`config.mk`:
```
export PLATFORM = sky130hd
export DESIGN_NAME = csr_trap_ctrl
export DESIGN_NICKNAME = d
export VERILOG_FILES = /design/src/rtl/csr_trap_ctrl.sv
export SDC_FILE = /design/constraint.sdc
export NUM_CORES = 1
export LEC_CHECK = 0
export BUFFER_PORTS_ARGS = -buffer_cell sky130_fd_sc_hd__buf_2
export CELL_PAD_IN_SITES_DETAIL_PLACEMENT = 0
export CELL_PAD_IN_SITES_GLOBAL_PLACEMENT = 1
export CORE_AREA = 2 2 289 291
export CTS_CLUSTER_SIZE = 24
export DETAILED_ROUTE_END_ITERATION = 10
export DIE_AREA = 0 0 291 293
export HOLD_SLACK_MARGIN = 0.02
export MAX_ROUTING_LAYER = met4
export PLACE_DENSITY_LB_ADDON = 0.1
export SLEW_MARGIN = 20
export SYNTH_ARGS = -nofsm -noshare
export SYNTH_HDL_FRONTEND = slang
export SYNTH_SLANG_ARGS = --single-unit
export TNS_END_PERCENT = 5
```
`constraint.sdc`:
```
create_clock -name clk -period 7.3 [get_ports clk]
set_clock_uncertainty 0.15 [all_clocks]
set_input_delay 1.46 -clock clk [delete_from_list [all_inputs] [get_ports clk]]
set_output_delay 1.46 -clock clk [all_outputs]
set_load 0.05 [all_outputs]
```
`src/rtl/csr_trap_ctrl.sv`:
```
// Trap/mret sequencer that owns the machine-mode CSR write port while a trap or return is in flight.
// Latency: trap writes mepc..mstatus at T+1..T+4 with redirect from T+5; mret writes mstatus at T+1 with redirect from T+2.
// Backpressure: the redirect is held until redirect_ready; pipeline CSR writes are refused whenever the FSM owns the port.
// Ports: commit_* / exc_* / is_mret from commit, *_i current CSR values, pipe_csr_* pipeline write request,
//        csr_* CSR file write port, flush squash pulse, redirect_* fetch handshake, mode current privilege.
module csr_trap_ctrl #(
   parameter int MXLEN = 64
) (
   input  logic             clk,
   input  logic             reset,
   input  logic             commit_valid,
   input  logic [MXLEN-1:0] commit_pc,
   input  logic             exc_valid,
   input  logic [MXLEN-2:0] exc_code,
   input  logic [MXLEN-1:0] exc_tval,
   input  logic             is_mret,
   output logic             commit_ready,
   input  logic [MXLEN-1:0] mstatus_i,
   input  logic [MXLEN-1:0] mie_i,
   input  logic [MXLEN-1:0] mip_i,
   input  logic [MXLEN-1:0] mtvec_i,
   input  logic [MXLEN-1:0] mepc_i,
   input  logic             pipe_csr_we,
   input  logic [11:0]      pipe_csr_addr,
   input  logic [MXLEN-1:0] pipe_csr_wdata,
   output logic             pipe_csr_ready,
   output logic             csr_we,
   output logic [11:0]      csr_waddr,
   output logic [MXLEN-1:0] csr_wdata,
   output logic             flush,
   output logic             redirect_valid,
   output logic [MXLEN-1:0] redirect_pc,
   input  logic             redirect_ready,
   output logic [1:0]       mode
);

   typedef enum logic [2:0] {
      IDLE, W_MEPC, W_MCAUSE, W_MTVAL, W_MSTATUS, RET_MSTATUS, REDIRECT
   } state_t;

   localparam logic [1:0] PRV_M = 2'b11;

   state_t           state;
   logic [MXLEN-1:0] l_pc, l_cause, l_tval, l_mstatus, l_mtvec, l_mepc;
   logic             fsm_we;
   logic [11:0]      fsm_addr;
   logic [MXLEN-1:0] fsm_wdata;

   logic             idle, int_take, trap_take, ret_take, accept;
   logic [MXLEN-1:0] pend;
   logic [MXLEN-2:0] int_code;
   logic [MXLEN-1:0] ms_trap, ms_ret, tvec_base, trap_target;

   // Interrupt pick: external > software > timer; global enable only gates M-mode.
   always_comb begin
      pend     = mip_i & mie_i;
      int_take = 1'b0;
      int_code = '0;
      if (pend[11]) begin
         int_take = 1'b1;
         int_code = (MXLEN-1)'(11);
      end else if (pend[3]) begin
         int_take = 1'b1;
         int_code = (MXLEN-1)'(3);
      end else if (pend[7]) begin
         int_take = 1'b1;
         int_code = (MXLEN-1)'(7);
      end
      if (!((mode != PRV_M) || mstatus_i[3]))
         int_take = 1'b0;
   end

   assign idle      = (state == IDLE);
   assign trap_take = idle && commit_valid && (exc_valid || int_take);
   assign ret_take  = idle && commit_valid && !exc_valid && !int_take && is_mret;
   assign accept    = trap_take || ret_take;

   assign commit_ready   = idle;
   assign pipe_csr_ready = idle && !accept;

   // Pass-through only in IDLE; on accept the squashed instruction's write is dropped.
   assign csr_we    = idle ? (pipe_csr_we && !accept) : fsm_we;
   assign csr_waddr = idle ? pipe_csr_addr  : fsm_addr;
   assign csr_wdata = idle ? pipe_csr_wdata : fsm_wdata;

   // Trap entry mstatus: MPIE <= MIE, MIE <= 0, MPP <= current mode.
   always_comb begin
      ms_trap        = l_mstatus;
      ms_trap[7]     = l_mstatus[3];
      ms_trap[3]     = 1'b0;
      ms_trap[12:11] = mode;
   end

   // Return mstatus: MIE <= MPIE, MPIE <= 1, MPP <= U.
   always_comb begin
      ms_ret        = mstatus_i;
      ms_ret[3]     = mstatus_i[7];
      ms_ret[7]     = 1'b1;
      ms_ret[12:11] = 2'b00;
   end

   // Vectored mode only applies to interrupts; the offset wraps at MXLEN bits.
   assign tvec_base   = {l_mtvec[MXLEN-1:2], 2'b00};
   assign trap_target = (l_mtvec[1:0] == 2'b01 && l_cause[MXLEN-1])
                        ? tvec_base + {l_cause[MXLEN-3:0], 2'b00}
                        : tvec_base;

   always_ff @(posedge clk) begin
      if (!reset) begin
         state          <= IDLE;
         mode           <= PRV_M;
         flush          <= 1'b0;
         fsm_we         <= 1'b0;
         fsm_addr       <= '0;
         fsm_wdata      <= '0;
         redirect_valid <= 1'b0;
         redirect_pc    <= '0;
         l_pc           <= '0;
         l_cause        <= '0;
         l_tval         <= '0;
         l_mstatus      <= '0;
         l_mtvec        <= '0;
         l_mepc         <= '0;
      end else begin
         flush <= 1'b0;
         case (state)
            IDLE: begin
               if (accept) begin
                  l_pc      <= commit_pc;
                  l_cause   <= exc_valid ? {1'b0, exc_code} : {1'b1, int_code};
                  l_tval    <= exc_valid ? exc_tval : '0;
                  l_mstatus <= mstatus_i;
                  l_mtvec   <= mtvec_i;
                  l_mepc    <= mepc_i;
                  flush     <= 1'b1;
                  fsm_we    <= 1'b1;
                  if (trap_take) begin
                     state     <= W_MEPC;
                     fsm_addr  <= 12'h341;
                     fsm_wdata <= commit_pc;
                  end else begin
                     state     <= RET_MSTATUS;
                     fsm_addr  <= 12'h300;
                     fsm_wdata <= ms_ret;
                  end
               end
            end
            W_MEPC: begin
               state     <= W_MCAUSE;
               fsm_addr  <= 12'h342;
               fsm_wdata <= l_cause;
            end
            W_MCAUSE: begin
               state     <= W_MTVAL;
               fsm_addr  <= 12'h343;
               fsm_wdata <= l_tval;
            end
            W_MTVAL: begin
               state     <= W_MSTATUS;
               fsm_addr  <= 12'h300;
               fsm_wdata <= ms_trap;
            end
            W_MSTATUS: begin
               state          <= REDIRECT;
               fsm_we         <= 1'b0;
               mode           <= PRV_M;
               redirect_valid <= 1'b1;
               redirect_pc    <= trap_target;
            end
            RET_MSTATUS: begin
               state          <= REDIRECT;
               fsm_we         <= 1'b0;
               mode           <= l_mstatus[12:11];
               redirect_valid <= 1'b1;
               redirect_pc    <= l_mepc;
            end
            REDIRECT: begin
               if (redirect_ready) begin
                  redirect_valid <= 1'b0;
                  state          <= IDLE;
               end
            end
            default: state <= IDLE;
         endcase
      end
   end

endmodule
```
== After elaboration in Yosys (flattened, before gate mapping) ==
Index checks and enable logic that the tools add are counted.
Operators by class
  shift operators: 0
  multiply operators: 0
  muxes and demuxes: 30
  $lt $le $gt $ge: 0
  divide/modulo/power cells: 0
  bitwise gates (word level): 1
  reduce and logical (&&, ||, !) cells: 26
  equality and inequality tests: 10
  add/sub/neg operators: 1
Operators by type and width (number)
  64-bit two-way mux: 6
  64-bit one-hot mux with 4 select lines: 1
  64-bit one-hot mux with 2 select lines: 1
  64-bit adder: 1
  12-bit one-hot mux with 4 select lines: 1
  12-bit two-way mux: 2
  3-bit one-hot mux with 6 select lines: 1
  3-bit two-way mux: 5
  12-bit bitwise AND: 1
  2-bit AND reduction: 6
  3-bit equality test (second input constant): 3
  1-bit logical AND: 8
  1-bit two-way mux: 8
  7-bit two-way mux: 1
  3-bit by 2-bit equality test with 1-bit output (second input constant): 2
  2-bit nonzero test: 3
  4-bit two-way mux: 1
  2-bit != test (second input constant): 2
  1-bit one-hot mux with 2 select lines: 2
  2-bit one-hot mux with 2 select lines: 1
  4-bit nonzero test: 1
  3-bit by 1-bit equality test with 1-bit output (second input constant): 1
  1-bit zero test: 3
  3-bit zero test: 1
  4 further kinds: 6
Word-level totals
  ROM bits: 0
  bits of input ports: 594
  logic and storage cells: 81
  latch bits: 0
  memory bits (writable): 0
  memories: 0
  register bits: 468
  output and inout port bits: 147

== Logic depth before layout (Yosys ltp) ==
Gate-level depths: netlist of run 1.
  depth in word-level cells: 12
  depth in mapped cells: 12
  gate-level depth less buffers: 12

== Least setup slack after synthesis of run 1 ==
OpenSTA, ideal clock, no wires.
  kind: input to output
  from: in mip_i[3]
  to: out pipe_csr_ready
  stages: 7
  path slack: 3059 ps
  buffers on the path: 0
  arrival: 2631 ps
  required time: 5690 ps
  cell sequence: a22oi_1 -> nand2_1 -> o21ai_0 -> nand2b_1 -> o21ai_0 -> nand2_1 -> inv_1
On the way
  word-level cells in the longest chain between the ends: 10
  elaborated cells between the ends (all ways): 12
  classes of those cells: mux: 3; bitwise: 1; reduce/logical: 8
RTL lines
  from (decl): line 20  | input logic [MXLEN-1:0] mip_i,
  12-bit bitwise AND (*): line 56  | pend = mip_i & mie_i;
  1-bit two-way mux (*): line 62  | end else if (pend[3]) begin
  1-bit two-way mux (*): line 59  | if (pend[11]) begin
  1-bit two-way mux (*): line 69  | if (!((mode != PRV_M) || mstatus_i[3]))
  1-bit zero test: line 75  | assign ret_take = idle && commit_valid && !exc_valid && !int_take && is_mret;
  1-bit logical AND (2 in a row): line 75
  1-bit logical OR (*): line 76  | assign accept = trap_take || ret_take;
  1-bit zero test (*): line 79  | assign pipe_csr_ready = idle && !accept;
  1-bit logical AND (*): line 79
  to (decl): line 26  | output logic pipe_csr_ready,
Every way passes the cells marked *; elsewhere a longest branch is shown, timed or not.

== Worst setup path in the final report of run 1 ==
Ends and elaborated chain as after synthesis.

==> results.ini, run 1 <==
[routing]
first_iter_violations=1765
routed_wl_um=108400
vias=24740
ant_nets=0
via_per_inst=5.071
firstDrtPassIters=5
drc=0
wire_per_inst_um=22.21

[sta]
tightest_slew_ns=1.183
timing.fmax_ghz=0.1853
slew_viol_final=0
slew_headroom=0.2115
finalCriticalPeriod_ns=5.398
rsz0062_at_grt=false
fin_tns_setup_ns=0
setup_viol=0
fin_crit_sh=0.7394
final_hold_viol_count=0

[global_route]
globalRouteMet1Util=0.3430
grt_start_max_net_pins=148
grtUsageTotal=0.2509
top_usage_layer=met2
use_met2=0.3799
gr-total-overflow=0
grt_pass1_wl_um=158500
grtUsageMet3=0.04902
antenna_found_initial=26
grt_pass1_vias=24000

[clock_network]
cts_buffers=56
clk_pin_slew_ns=0.06
clk_latency_ns=0.62
ctsResizeCount=0
ctsHoldBuffers=0
cts_tree=done
htreeDepth=2
cts_root_buf=clkbuf_16
postCtsSetupBuffers=0
clock_path_buffers=3
numClockSinks=459

[power]
p_int_mw=6.222
p_comb_frac=0.471
p_sw_frac=0.4885
seq_power_share=0.290
ir_drop_v=0.0002389
clkPwrFrac=0.239
powerDensity_mw_per_mm2=413.4
p_sw_mw=5.943
p_leak_nw=12.30

[yosys]
synthesis.area_mm2=0.02363
synthCells=3297
ys_seq_elements=459
ys_types=69
synthFlopType=dfxtp_1
synth-edff-count=0
postSynth.asyncResetShare=0
synth_fp_nets=3953
ys_seq_area_frac=0.3889
ys_warn_count=0
avgSynthCellArea_um2=7.167

[setup_path]
cp-end-kind=output pin
cpPeakStageDelay_ns=0.78
crit_arrival_ns=3.79
critical_path.cell_chain=buf_2 > a22oi_1 > nand2_1 > o21ai_0 > nand2b_1 > o21ai_0 > nand2_1 > inv_1 > buf_2
r2r-start=state[1]
r2r-end=fsm_wdata[17]
required_ns=5.69
worst_path_max_delay_cell=o21ai_0
critPathMaxFanout=4
critical-path-top-delay-family=compound AO/OA/AOI/OAI gates
crit_buf_inv=3
start_kind=primary input
rr_worst_depth=9
worstSetupPathType=primary input to output pin
ff2ff_setup_slack_ns=3.26

[min_path]
hold_path_end=l_mepc[5]
hp-class=flip-flop to flip-flop
min-delay-start=l_mepc[5]
whs_path_depth=2

[floorplanning]
io_pins=741
core_area_mm2=0.08185
initial_core_util=0.2887
fp.dieH_um=293
num_rows=105
die_w_um=291
dieArea_mm2=0.08526

[placed_design]
portBuffers=618
place_congestion=0.8934
hpwlAfterDp_um=77500

[layout]
synthToLayoutAreaGrowth_pct=24.55
utilization=0.3596
layout_commonest_cell=nand2_1
drive_above_1_share=0.2096
layout_common_cells=nand2_1 (1097), buf_2 (617), a21oi_1 (500)
num-nets-final=4399

[outcome]
status=finished clean

[job]
maxCapViolations=0

## registers in the layout, summed over array words and instances (netlist names), 4 cells and up
register,count
fsm_wdata,64
l_cause,64
l_mepc,64
l_mtvec,64
l_tval,64
redirect_pc,64
l_mstatus,63
fsm_addr,4
## how the worst max path moves through the flow
stage	start	end	depth (start not counted)
after detailed placement	mip_i[3]	pipe_csr_ready	9
after global routing	mip_i[3]	pipe_csr_ready	9
after CTS	mip_i[3]	pipe_csr_ready	9
after global placement	mip_i[3]	pipe_csr_ready	9
after floorplan	mip_i[3]	pipe_csr_ready	7
final	mip_i[3]	pipe_csr_ready	9
## per-layer routing
layer	up-vias	wire (um)
li1	12310	-
met1	11620	51880
met2	693	48250
met3	121	6032
met4	0	2218
met5	-	0
## per-stage QoR
step	worst slack [ns]	total power, mW	instance area, um2	hold WS [ns]	cells
2_1_floorplan	3.059	7.405	23630	0.2813	3297
3_3_place_gp	1.871	9.374	27460	0.2907	4755
3_5_place_dp	1.879	9.375	27460	0.2949	4755
4_1_cts	1.867	12.31	29380	0.3029	4859
5_1_grt	1.747	12.87	29430	0.3138	4879
6_report	1.902	12.17	29430	0.3006	4879
## Yosys cell counts, types with 23 or more instances
cell type / instances / area share
ha_1: 61 / 0.032
a21o_1: 33 / 0.010
nor2_1: 94 / 0.015
o2111ai_1: 61 / 0.023
clkbuf_1: 237 / 0.038
a211oi_1: 24 / 0.0076
o21ai_0: 71 / 0.015
mux2i_1: 69 / 0.029
xnor2_1: 32 / 0.012
dfxtp_1: 459 / 0.39
nand3_1: 220 / 0.047
nand2_1: 1101 / 0.17
xor2_1: 23 / 0.0085
a21oi_1: 500 / 0.11
o211ai_1: 42 / 0.013
## logic make-up (layout without fill, tap and decap cells)
logic type      after synthesis  after routing  synth area share
simple gates               1525           1525            0.2657
compound gates              846            846            0.2175
flops                       459            459            0.3889
buf+inv                     281            773           0.04522
mux                          69             69           0.02923
fa+ha+maj                    62             62           0.03315
xor+xnor                     55             55           0.02039
other cells                   0             20                 0
## worst min-delay path, cell delays in order (launching register included)
cell	delay, ns
dfxtp_1	0.30
nand2_1	0.05
a21oi_1	0.05
## final cells by class
class                           count  area, um2
Multi-Input combinational cell   2557      13430
Antenna cell                       20      50.05
Timing Repair Buffer              651       3418
Tap cell                         1070       1339
Fill cell                        9136      52420
Clock buffer                       89       1775
Clock inverter                     15      143.9
Sequential cell                   459       9196
Inverter                           18      75.07
## power groups by stage
stage,sequential (mW),clock (mW),combinational (mW)
2_1_floorplan,3.61,0,3.80
3_3_place_gp,3.57,0,5.80
3_5_place_dp,3.58,0,5.79
4_1_cts,3.53,2.98,5.80
5_1_grt,3.60,3.08,6.20
6_report,3.53,2.90,5.73
Note: power is estimated with default switching activity, not from simulation.
==> inputs of run 2 (changes only) <==
--- a/config.mk
+++ b/config.mk
@@ -8,10 +8,10 @@
 export BUFFER_PORTS_ARGS = -buffer_cell sky130_fd_sc_hd__buf_2
 export CELL_PAD_IN_SITES_DETAIL_PLACEMENT = 0
 export CELL_PAD_IN_SITES_GLOBAL_PLACEMENT = 1
-export CORE_AREA = 2 2 289 291
+export CORE_AREA = 2 2 292 294
 export CTS_CLUSTER_SIZE = 24
 export DETAILED_ROUTE_END_ITERATION = 10
-export DIE_AREA = 0 0 291 293
+export DIE_AREA = 0 0 294 296
 export HOLD_SLACK_MARGIN = 0.02
 export MAX_ROUTING_LAYER = met4
 export PLACE_DENSITY_LB_ADDON = 0.1
==> constraint.sdc (replaced) <==
create_clock -name clk -period 5.6 [get_ports clk]
set_clock_uncertainty 0.15 [all_clocks]
set_input_delay 1.12 -clock clk [delete_from_list [all_inputs] [get_ports clk]]
set_output_delay 1.12 -clock clk [all_outputs]
set_load 0.05 [all_outputs]
==> run 2 against run 1 <==
Effect of this change: global-route usage shrank 0.62 points; total power grew 29%; cell area shrank 0.34%; critical path depth shrank 2.
==> results.ini, run 2 (synthesis results as in run 1) <==
[clock_network]
clock_path_buffers=3
postCtsSetupBuffers=0
htreeDepth=2
clk_pin_slew_ns=0.06
cts_buffers=55
numClockSinks=459
ctsResizeCount=0
cts_tree=done
clk_latency_ns=0.61
cts_root_buf=clkbuf_16
ctsHoldBuffers=0

[layout]
num-nets-final=4399
final_area_mm2=0.02933
synthToLayoutAreaGrowth_pct=24.13
drive_above_1_share=0.2064
layout_common_cells=nand2_1 (1097), buf_2 (617), a21oi_1 (500)
layout_commonest_cell=nand2_1

[min_path]
hp-class=flip-flop to flip-flop

[job]
maxCapViolations=0

[setup_path]
required_ns=4.33
cp-end-kind=output pin
worstSetupPathType=flip-flop to output pin
crit_arrival_ns=3.51
start_kind=flip-flop
critPathMaxFanout=41

[power]
p_sw_frac=0.4941
p_comb_frac=0.482
p_leak_nw=12.23
clkPwrFrac=0.227
powerDensity_mw_per_mm2=536.0
ir_drop_v=0.0002962
p_sw_mw=7.767
seq_power_share=0.291
p_int_mw=7.952

[floorplanning]
core_area_mm2=0.08421
io_pins=741
die_w_um=294
initial_core_util=0.2806
fp.dieH_um=296
num_rows=107
dieArea_mm2=0.08702

[sta]
finalCriticalPeriod_ns=4.784
rsz0062_at_grt=false
slew_viol_final=0
timing.fmax_ghz=0.2090
slew_headroom=0.2997
setup_viol=0
fin_crit_sh=0.8542
final_hold_viol_count=0
fin_tns_setup_ns=0
tightest_slew_ns=1.050

[routing]
routed_wl_um=108300
vias=24740
firstDrtPassIters=5
wire_per_inst_um=22.17
via_per_inst=5.064
ant_nets=0
drc=0
first_iter_violations=1652

[global_route]
grt_start_max_net_pins=135
grt_pass1_wl_um=156500
grtUsageTotal=0.2447
grt_pass1_vias=23390
antenna_found_initial=15
gr-total-overflow=0

[placed_design]
portBuffers=618
place_congestion=0.8400
hpwlAfterDp_um=77950
placed_area_mm2=0.02755

[outcome]
status=finished clean

[run 2: through the flow]
| stage | util | std cells | total power, mW | hold slack (ns) | setup slack (ns) |
|---|---|---|---|---|---|
| floorplan | - | 3297 | 9.653 | 0.2813 | 2.039 |
| global placement | 0.3271 | 4776 | 12.29 | 0.2908 | 1.208 |
| detailed placement | 0.3271 | 4776 | 12.29 | 0.2944 | 1.173 |
| CTS | 0.3479 | 4874 | 15.89 | 0.3015 | 0.6405 |
| global route | 0.3482 | 4884 | 16.65 | 0.3164 | 0.5805 |
| finish | 0.3483 | 4886 | 15.72 | 0.3015 | 0.8163 |
[run 2: power by group through the flow]
stage	logic [mW]	registers, mW	clock network, mW
after floorplan	4.95	4.70	0
after global placement	7.66	4.63	0
after detailed placement	7.65	4.64	0
after CTS	7.66	4.57	3.66
after global routing	8.20	4.65	3.79
final	7.58	4.57	3.57
[run 2: path summary, 6_finish.rpt]
| path | startpoint | end | slack [ns] | cells past startpoint |
|---|---|---|---|---|
| setup / recovery | state[1] | csr_wdata[33] | 0.82 | 7 |
| hold / removal | l_mstatus[20] | l_mstatus[20] | 0.30 | 2 |
| setup reg to reg | state[1] | fsm_wdata[18] | 1.26 | 9 |
| hold reg to reg | l_mstatus[20] | l_mstatus[20] | 0.30 | 2 |
[run 2: worst max-delay path: stages (launching register included)]
cell and delay [ns]:
dfxtp_4 0.83, inv_1 0.33, nand2_4 0.50, inv_2 0.38
buf_4 0.36, nand2_1 0.11, nand2_1 0.13, buf_2 0.25
[run 2: per-layer routing]
layer | vias up | global-route usage | wire length, um
li1 | 12280 | - | -
met1 | 11720 | 0.3484 | 53280
met2 | 637 | 0.3672 | 47700
met3 | 101 | 0.03477 | 5465
met4 | 0 | 0.04940 | 1873
met5 | - | - | 0
[run 2: cell type report]
type                            count  area, um2
Fill cell                        9291      54880
Multi-Input combinational cell   2557      13440
Sequential cell                   459       9196
Timing Repair Buffer              652       3476
Clock buffer                       80       1605
Tap cell                         1090       1364
Clock inverter                     18      142.6
Inverter                           18      75.07
Antenna cell                       12      30.03
==> inputs of run 3 (changes only) <==
--- a/config.mk
+++ b/config.mk
@@ -8,10 +8,10 @@
 export BUFFER_PORTS_ARGS = -buffer_cell sky130_fd_sc_hd__buf_2
 export CELL_PAD_IN_SITES_DETAIL_PLACEMENT = 0
 export CELL_PAD_IN_SITES_GLOBAL_PLACEMENT = 1
-export CORE_AREA = 2 2 292 294
+export CORE_AREA = 5 5 286 288
 export CTS_CLUSTER_SIZE = 24
 export DETAILED_ROUTE_END_ITERATION = 10
-export DIE_AREA = 0 0 294 296
+export DIE_AREA = 0 0 291 293
 export HOLD_SLACK_MARGIN = 0.02
 export MAX_ROUTING_LAYER = met4
 export PLACE_DENSITY_LB_ADDON = 0.1
==> run 3 against run 2 <==
Effect of this change: register-to-register slack improved by 0.46 ns; hold slack worse by 0.0018 ns; global-route usage is essentially flat; combinational power fell by 0.5%; sequential power increased by 1%; maximum frequency rose by 2.7%; cell area is 0.62% higher; die area decreased by 2.0%; critical path depth fell by 1; utilization up 2.7 points; wire length hardly changed; largest cell class unchanged.
==> results.ini, run 3 (synthesis results as in run 1) <==
[setup_path]
crit_arrival_ns=3.39
crit_path_frequent_cell=nand2_1
worst_path_max_delay_cell=dfxtp_4
worstSetupPathType=flip-flop to output pin
cpPeakStageDelay_ns=0.86
required_ns=4.33
critPathMaxFanout=71
critical_path.cell_chain=inv_1 > nand2_4 > buf_4 > nand2_1 > nand2_1 > buf_2
crit_buf_inv=3
critical-path-top-delay-family=buffers and inverters
cp-end-kind=output pin
start_kind=flip-flop

[power]
seq_power_share=0.292
ir_drop_v=0.0004835
p_leak_nw=12.33
p_sw_mw=7.736
p_int_mw=8.087
powerDensity_mw_per_mm2=536.2
total_power_mw=15.82
p_comb_frac=0.476
clkPwrFrac=0.232
p_sw_frac=0.4889

[routing]
wl_met1_um=52720
drc=0
via_per_inst=5.083
top_layer_used=met4
routed_wl_um=108300
vias=24760
firstDrtPassIters=5
wire_per_inst_um=22.24
first_iter_violations=1695
ant_nets=0
met2_length_um=47510
met3_length_um=5458

[outcome]
status=finished clean

[sta]
finalCriticalPeriod_ns=4.656
fin_crit_sh=0.8315
slew_headroom=0.3294
setup_viol=0
hold_ws_ns=0.2997
final_hold_viol_count=0
timing.fmax_ghz=0.2148
tightest_slew_ns=1.002
rsz0062_at_grt=false
slew_viol_final=0
fin_tns_setup_ns=0

[global_route]
grt_pass1_vias=23920
grt_pass1_wl_um=157300
grtUsageTotal=0.2448
grt_start_max_net_pins=129
antenna_found_initial=22
gr-total-overflow=0

[layout]
layout_commonest_cell=nand2_1
num-nets-final=4409
nFillCells=8646
synthToLayoutAreaGrowth_pct=24.89
drive_above_1_share=0.2097
layout_common_cells=nand2_1 (1097), buf_2 (617), a21oi_1 (500)
utilization=0.3754

[clock_network]
postCtsSetupBuffers=0
clk_latency_ns=0.63
ctsResizeCount=0
cts_root_buf=clkbuf_16
numClockSinks=459
cts_tree=done
htreeDepth=2
clk_pin_slew_ns=0.06
ctsHoldBuffers=0
cts_buffers=56
clock_path_buffers=3

[placed_design]
portBuffers=618
hpwlAfterDp_um=78600
place_congestion=0.8664

[floorplanning]
core_area_mm2=0.07861
io_pins=741
die_w_um=291
initial_core_util=0.3006
fp.dieH_um=293
num_rows=103
dieArea_mm2=0.08526

[min_path]
hp-class=flip-flop to flip-flop

[job]
maxCapViolations=0

## run 3: cell types whose count changed in the layout (fill, tap and decap cells not counted), moves of 2 or more
cell       delta
clkinv_2      -6
clkbuf_16     -2
clkbuf_1      -4
buf_12        +4
buf_4         +5
diode_2      +14
clkbuf_8     +11
inv_6         +2
## run 3: final cells by class
cell class / instances / area [um2] / area share
Timing Repair Buffer: 661 / 3593 / 0.1218
Inverter: 18 / 75.07 / 0.002544
Multi-Input combinational cell: 2557 / 13440 / 0.4553
Tap cell: 1050 / 1314 / 0.04452
Clock inverter: 15 / 138.9 / 0.004706
Clock buffer: 85 / 1692 / 0.05732
Antenna cell: 26 / 65.06 / 0.002205
Sequential cell: 459 / 9196 / 0.3116
## run 3: worst reg2reg max path: cells and delay by family, from the launching register on
family          cells  cell delay (ns)
buf+inv             3             1.44
simple gates        4             1.40
flops               1             0.57
compound gates      2             0.26
## run 3: metrics by stage
stage | std cells | setup WS (ns) | instance area [um2]
2_1_floorplan | 3297 | 2.039 | 23630
3_3_place_gp | 4745 | 1.316 | 27620
3_5_place_dp | 4745 | 1.326 | 27620
4_1_cts | 4845 | 0.8278 | 29450
5_1_grt | 4862 | 0.7207 | 29490
6_report | 4871 | 0.9436 | 29510
## run 3: power groups by stage
stage	Combinational (mW)	Sequential [mW]	Clock (mW)
finish	7.54	4.62	3.67
global route	8.15	4.70	3.89
CTS	7.61	4.62	3.76
detailed placement	7.59	4.68	0
global placement	7.60	4.68	0
floorplan	4.95	4.70	0
## run 3: worst paths after layout
check / slack (ns) / startpoint / endpoint / depth (start not counted)
max reg2reg: 1.72 / state[1] / fsm_wdata[34] / 9
min: 0.30 / l_mepc[49] / l_mepc[49] / 2
min reg2reg: 0.30 / l_mepc[49] / l_mepc[49] / 2
max: 0.94 / state[1] / csr_wdata[3] / 6
## run 3: routing by layer
layer	GRT usage	vias up
li1	-	12340
met1	0.3464	11660
met2	0.3673	642
met3	0.03938	121
met4	0.06090	0
met5	-	-
